$ cat config.mk
export PLATFORM = sky130hd
export DESIGN_NAME = uart_piso_tx
export DESIGN_NICKNAME = d
export VERILOG_FILES = /design/src/rtl/uart_piso_tx.sv
export SDC_FILE = /design/constraint.sdc
export NUM_CORES = 1
export LEC_CHECK = 0
export CAP_MARGIN = 20
export CORE_MARGIN = 1
export CORE_UTILIZATION = 24
export CTS_BUF_LIST = sky130_fd_sc_hd__clkbuf_4 sky130_fd_sc_hd__clkbuf_8 sky130_fd_sc_hd__clkbuf_16
export CTS_CLUSTER_SIZE = 20
export DETAILED_ROUTE_END_ITERATION = 7
export GPL_ROUTABILITY_DRIVEN = 0
export PLACE_DENSITY = 0.51
export SLEW_MARGIN = 20
export SYNTH_ARGS = -nofsm -noshare
export SYNTH_HDL_FRONTEND = slang
export SYNTH_SLANG_ARGS = --single-unit
$ cat constraint.sdc
create_clock -name baud_clk -period 1.77 [get_ports baud_clk]
set_input_delay 0.177 -clock baud_clk [delete_from_list [all_inputs] [get_ports baud_clk]]
set_output_delay 0.177 -clock baud_clk [all_outputs]
set_load 0.02 [all_outputs]
$ cat src/rtl/uart_piso_tx.sv
// uart_piso_tx: 8-bit UART transmitter with a parity bit, oversampled bit timing.
// Frame layout on the line, LSB first: start(0), data[7:0], parity, stop(1).
// Each frame bit is held for OVERSAMPLE baud_clk cycles. done_flag is a one-cycle
// pulse in the IDLE cycle that follows the last stop-bit cycle. A send sampled in
// that cycle starts the next frame on the following edge.
module uart_piso_tx #(
  parameter int unsigned OVERSAMPLE = 16
) (
  input  logic        baud_clk,
  input  logic        reset_n,
  input  logic        send,
  input  logic [7:0]  data_in,
  input  logic        parity_odd,
  output logic        data_tx,
  output logic        active_flag,
  output logic        done_flag,
  output logic [10:0] frame_out
);

  localparam int unsigned OS_W     = (OVERSAMPLE > 1) ? $clog2(OVERSAMPLE) : 1;
  localparam int unsigned BIT_W    = 4;
  localparam int unsigned FRAME_W  = 11;
  localparam logic [OS_W-1:0]  OS_LAST  = OS_W'(OVERSAMPLE - 1);
  localparam logic [BIT_W-1:0] BIT_LAST = BIT_W'(FRAME_W - 1);

  typedef enum logic {
    IDLE  = 1'b0,
    SHIFT = 1'b1
  } state_t;

  state_t             state;
  logic [BIT_W-1:0]   bit_cnt;
  logic [OS_W-1:0]    os_cnt;

  logic               parity_c;
  logic [FRAME_W-1:0] frame_c;
  logic [BIT_W-1:0]   next_bit_c;

  // Parity bit: even parity is the XOR of the data, odd parity its complement.
  assign parity_c   = parity_odd ? ~^data_in : ^data_in;
  // Frame assembled from the live inputs; only latched on the accepting edge.
  assign frame_c    = {1'b1, parity_c, data_in, 1'b0};
  // Index of the frame bit that goes on the line at the next bit boundary.
  assign next_bit_c = bit_cnt + BIT_W'(1);

  // Transmit FSM: accepts a request in IDLE and shifts the latched frame out.
  always_ff @(posedge baud_clk or negedge reset_n) begin
    if (!reset_n) begin
      state       <= IDLE;
      bit_cnt     <= '0;
      os_cnt      <= '0;
      data_tx     <= 1'b1;
      active_flag <= 1'b0;
      done_flag   <= 1'b0;
      frame_out   <= '0;
    end else begin
      done_flag <= 1'b0;
      case (state)
        IDLE: begin
          data_tx     <= 1'b1;
          active_flag <= 1'b0;
          if (send) begin
            frame_out   <= frame_c;
            state       <= SHIFT;
            bit_cnt     <= '0;
            os_cnt      <= '0;
            data_tx     <= 1'b0;
            active_flag <= 1'b1;
          end
        end
        SHIFT: begin
          if (os_cnt == OS_LAST) begin
            os_cnt <= '0;
            if (bit_cnt == BIT_LAST) begin
              state       <= IDLE;
              bit_cnt     <= '0;
              data_tx     <= 1'b1;
              active_flag <= 1'b0;
              done_flag   <= 1'b1;
            end else begin
              bit_cnt <= next_bit_c;
              data_tx <= frame_out[next_bit_c];
            end
          end else begin
            os_cnt <= os_cnt + OS_W'(1);
          end
        end
        default: begin
          state       <= IDLE;
          data_tx     <= 1'b1;
          active_flag <= 1'b0;
        end
      endcase
    end
  end

endmodule
After elaboration in Yosys (flattened, before gate mapping) --
Cells that the tools add are included.
Operators by class: add/sub/neg operators 2, $lt $le $gt $ge 1, equal/unequal tests 5, mux-type cells 23, bitwise logic cells 1, reductions and logical operators 5
Operator list (count):
- $mux W4 | 4
- $pmux W4 S2 | 2
- $mux W1 | 13
- $add A4 B1 Y4 const B | 2
- $eq A4 B4 Y1 const B | 2
- $reduce_xnor A8 Y1 | 1
- $reduce_xor A8 Y1 | 1
- $pmux W1 S2 | 3
- $reduce_and A2 Y1 | 3
- $lt A4 B5 Y1 const B | 1
- $bmux W1 S4 | 1
- $ne A2 B1 Y1 const B | 2
- $ne A2 B2 Y1 const B | 1
- $not A1 Y1 | 1
Word-level totals: register bits after elaboration 22, input bits 12, output and inout bits 14, logic and storage cells 44

Longest topological paths before layout --
depth after elaboration 6, mapped depth 7, depth with buffers taken out 6

Least setup slack after synthesis --
Ideal clock, no wire load.
kind reg2reg, from reg bit_cnt[0], to reg data_tx, library setup time 80 ps, arrival time 1407 ps, data required time 1690 ps, slack 284 ps, stages on the path, launching flop included 8, path buffers 1, period minus slack after synthesis 1486 ps, cells stage by stage dfrtp_1 > buf_6 > inv_1 > ha_1 > a21oi_1 > a211o_1 > o21ba_1 > o221ai_2
Between the ends: cells in the longest elaborated chain, start to end 6, elaborated cells between the ends (all ways) 7, those cells by class add/sub: 1; eq/ne: 1; mux: 5
Ends and longest elaborated chain:
- from (decl) | line 32 | logic [BIT_W-1:0] bit_cnt;
- from (signal assigned) | line 81 | bit_cnt <= next_bit_c;
- $add A4 B1 Y4 | line 44 | assign next_bit_c = bit_cnt + BIT_W'(1);
- $bmux W1 S4 | line 82 | data_tx <= frame_out[next_bit_c];
- $mux W1 (not written as such) | line 82
- $mux W1 * | line 74 | if (bit_cnt == BIT_LAST) begin
- $mux W1 * | line 72 | if (os_cnt == OS_LAST) begin
- $pmux W1 S2 * | line 58 | case (state)
- to (signal assigned) | line 82
- to (decl) | line 14 | output logic data_tx,
Every way passes the cells marked *; elsewhere a longest branch is shown, timed or not. The select of a mux whose other input is x is not followed. A chain may end at the register's enable or synchronous reset.

Final worst setup path --
from reg data_tx, to out data_tx
No word-level cell between the ends.

==> results.md <==
* Max-cap violations at 0
* Vias in the first global route at 923
* Area Growth Syn to Fin at 32.5%
* Drt wl/cell at 11.7 um
* Htree depth at 1
* Largest area contributor in the netlist: dfrtp_1
* Post-synth cell types at 40
* Via/cell ratio at 4.09
* HPWL after detailed placement at 1790 um
* Synth Warn # at 0
* Final net count at 146
* Startpoint Class: flip-flop
* Pleak at 0.686 nW
* Hold Crit Class: in -> async
* Synth Area in Compound Gates at 0.127
* Clock Skews at 0.00708 ns
* # rows at 25
* Post-cts resize count at 0
* Clock period minus final worst setup slack at 1.57 ns
* Met2 usage at 0.184
* Postcts setup bufs at 0
* Ant diodes at 0
* CP cell instances: clkdlybuf4s50_1
* First-pass GRT wire length at 4100 um
* Clock latency on the worst-skew pair at 0.26 ns
* CTS tree: done
* Worst path required time at 1.59 ns
* Total congestion overflow at 0
* Type of the worst setup path: reg -> out
* DIE AREA at 5240 sq um
* Filler cell count at 505
* GRT Util Overall at 0.101
* Die Y-Extent at 72.4 um
* Worst-path fanout max at 2
* Adder-Cell Fraction of Synth Area at 0.0315
* Post-CTS Hold Fix Bufs at 0
* CTS Sinks at 22
* Status: finished, final reports clean
* Crit path max-delay family: buffers and inverters
* Fmax at 635 MHz
* M3 GR Usage at 0.0236
* Most frequent cells in the layout: clkdlybuf4s50_1 (24), dfrtp_1 (21), mux2_2 (8)
* Root Driver: clkbuf_8
* TritonCTS Buffers at 3
* Clock-pin slew on the worst setup and hold paths at 0.08 ns
* Fin area at 1580 sq um
* Area share of the largest cell type after synthesis at 0.442
* Synth top area cells: dfrtp_1 (44%), mux2_2 (7.6%), ha_1 (3.2%), xnor2_1 (2.9%), xor2_1 (2.9%)
* Final setup TNS at 0 ns
* DRT Pass-1 Iters at 2
* Initial antenna violation count at 0
* Area after DPL at 1510 sq um
* Final setup fails at 0
* Share of layout cells above drive strength 1 at 0.177
* CP max stage delay at 0.59 ns
* Reg area at 552 sq um
* #FFs+latches synth at 22
* Die X-Extent at 72.4 um
* Placeable Area at 4750 sq um
* RSZ-0062 raised after global routing: false
* Ys flop type: dfrtp_1
* Num ports at 26
* Final ANT Viol Nets at 0
* PwrDens at 1460 nW/um^2
* # port buffers at 24
* DR vias at 805
* Worst path bufs/invs at 1
* Synth Instances at 103
* Post-Syn Area at 1190 sq um
* Synthesized area per cell at 11.6 sq um
* Final hold violations at 0
* FFs w/ async S/R, synth at 1.00
* Post-synthesis simple-gate area fraction at 0.111
* Commonest non-fill, non-tap cell in the layout: clkdlybuf4s50_1
* Busiest layer in global routing: met2
* Mux cell area share after synthesis at 0.123
* Drt drc at 0
* Period utilisation layout at 0.889
* Critical path endpoint category: primary output
* GRT met1 Usage at 0.117
* Seq/Total Area, Yosys at 0.464
* Initial Util at 0.250
* Worst path slowest cell: clkdlybuf4s50_1
* Max-slew violation count at 0
* XOR/XNOR Fraction of Synth Area at 0.0915
* Critical path arrival at 1.40 ns
* DR iter-0 viols at 10
* CTS Buffer Depth at 2
* EDFF count, synth at 0
* Largest family of logic cells by synthesized area: compound AO/OA/AOI/OAI gates
* Largest net degree at the start of global routing at 23
* Syn Nets at 118
* Worst vdd ir at 603 uV
* Multi-input logic area at 581 sq um
* Post-Route WL at 2310 um
[cell usage after synthesis (2+ instances only)]
cell and n:
dfrtp_1 21, mux2_2 8, nand2_1 7, inv_1 5
nand2b_1 4, nand3_1 4, xnor2_1 4, xor2_1 4
a21oi_1 3, ha_1 3, mux2i_1 3, nor2_1 3
o21ai_0 3, o31ai_1 3, buf_6 2, o21ai_1 2
[metal layers]
metal,routed length (um),vias to the layer above
met5,0,-
met3,115,2
li1,-,411
met2,1130,24
met4,14,0
met1,1050,368
[registers in the layout, summed over array words and instances (netlist names)]
register,flops
frame_out,10
bit_cnt,4
os_cnt,4
active_flag,1
data_tx,1
done_flag,1
state,1
[path summary, 6_finish.rpt]
path / from / depth (start not counted) / slack, ns / to
worst max-delay path: data_tx / 1 / 0.20 / data_tx
worst min-delay path: reset_n / 2 / 0.25 / frame_out[2]
worst max register to register: bit_cnt[1] / 5 / 0.23 / data_tx
worst min register to register: frame_out[10] / 1 / 0.51 / frame_out[10]
max in group asynchronous: reset_n / 2 / 1.24 / data_tx
min in group baud_clk: frame_out[10] / 1 / 0.51 / frame_out[10]
[report_power, final]
part | leakage [nW] | switching (mW) | total, mW | internal, mW
clock network | 0.0357 | 0.163 | 0.465 | 0.302
logic | 0.383 | 0.475 | 0.999 | 0.524
registers | 0.267 | 0.161 | 0.834 | 0.674
[through the flow]
step	setup WS, ns	cells	hold slack, ns	util	power, mW
2_1_floorplan	0.284	103	-0.119	-	1.54
4_1_cts	0.181	197	0.260	0.332	2.33
6_report	0.196	197	0.254	0.332	2.30
5_1_grt	0.143	197	0.288	0.332	2.47
3_5_place_dp	0.142	193	0.505	0.317	1.85
3_3_place_gp	0.191	193	0.503	0.317	1.83
[cell families (layout without fill, tap and decap cells)]
| group | after synthesis | after routing |
|---|---|---|
| buffers and inverters | 10 | 37 |
| flip-flops | 22 | 22 |
| AO/OA/AOI/OAI | 20 | 20 |
| AND/OR/NAND/NOR | 25 | 25 |
| multiplexers | 12 | 12 |
| other | 1 | 1 |
| adder cells (fa/ha/maj) | 3 | 3 |
| XOR/XNOR | 10 | 10 |
[layout make-up]
cell class | instances | share of cell area
clock buffer | 3 | 0.0262
clock inverter | 1 | 0.0190
sequential | 22 | 0.350
tap | 67 | 0.0532
timing repair buffer | 28 | 0.171
multi-input combinational | 71 | 0.368
inverter | 5 | 0.0119
Note: power is estimated with default switching activity, not from simulation.
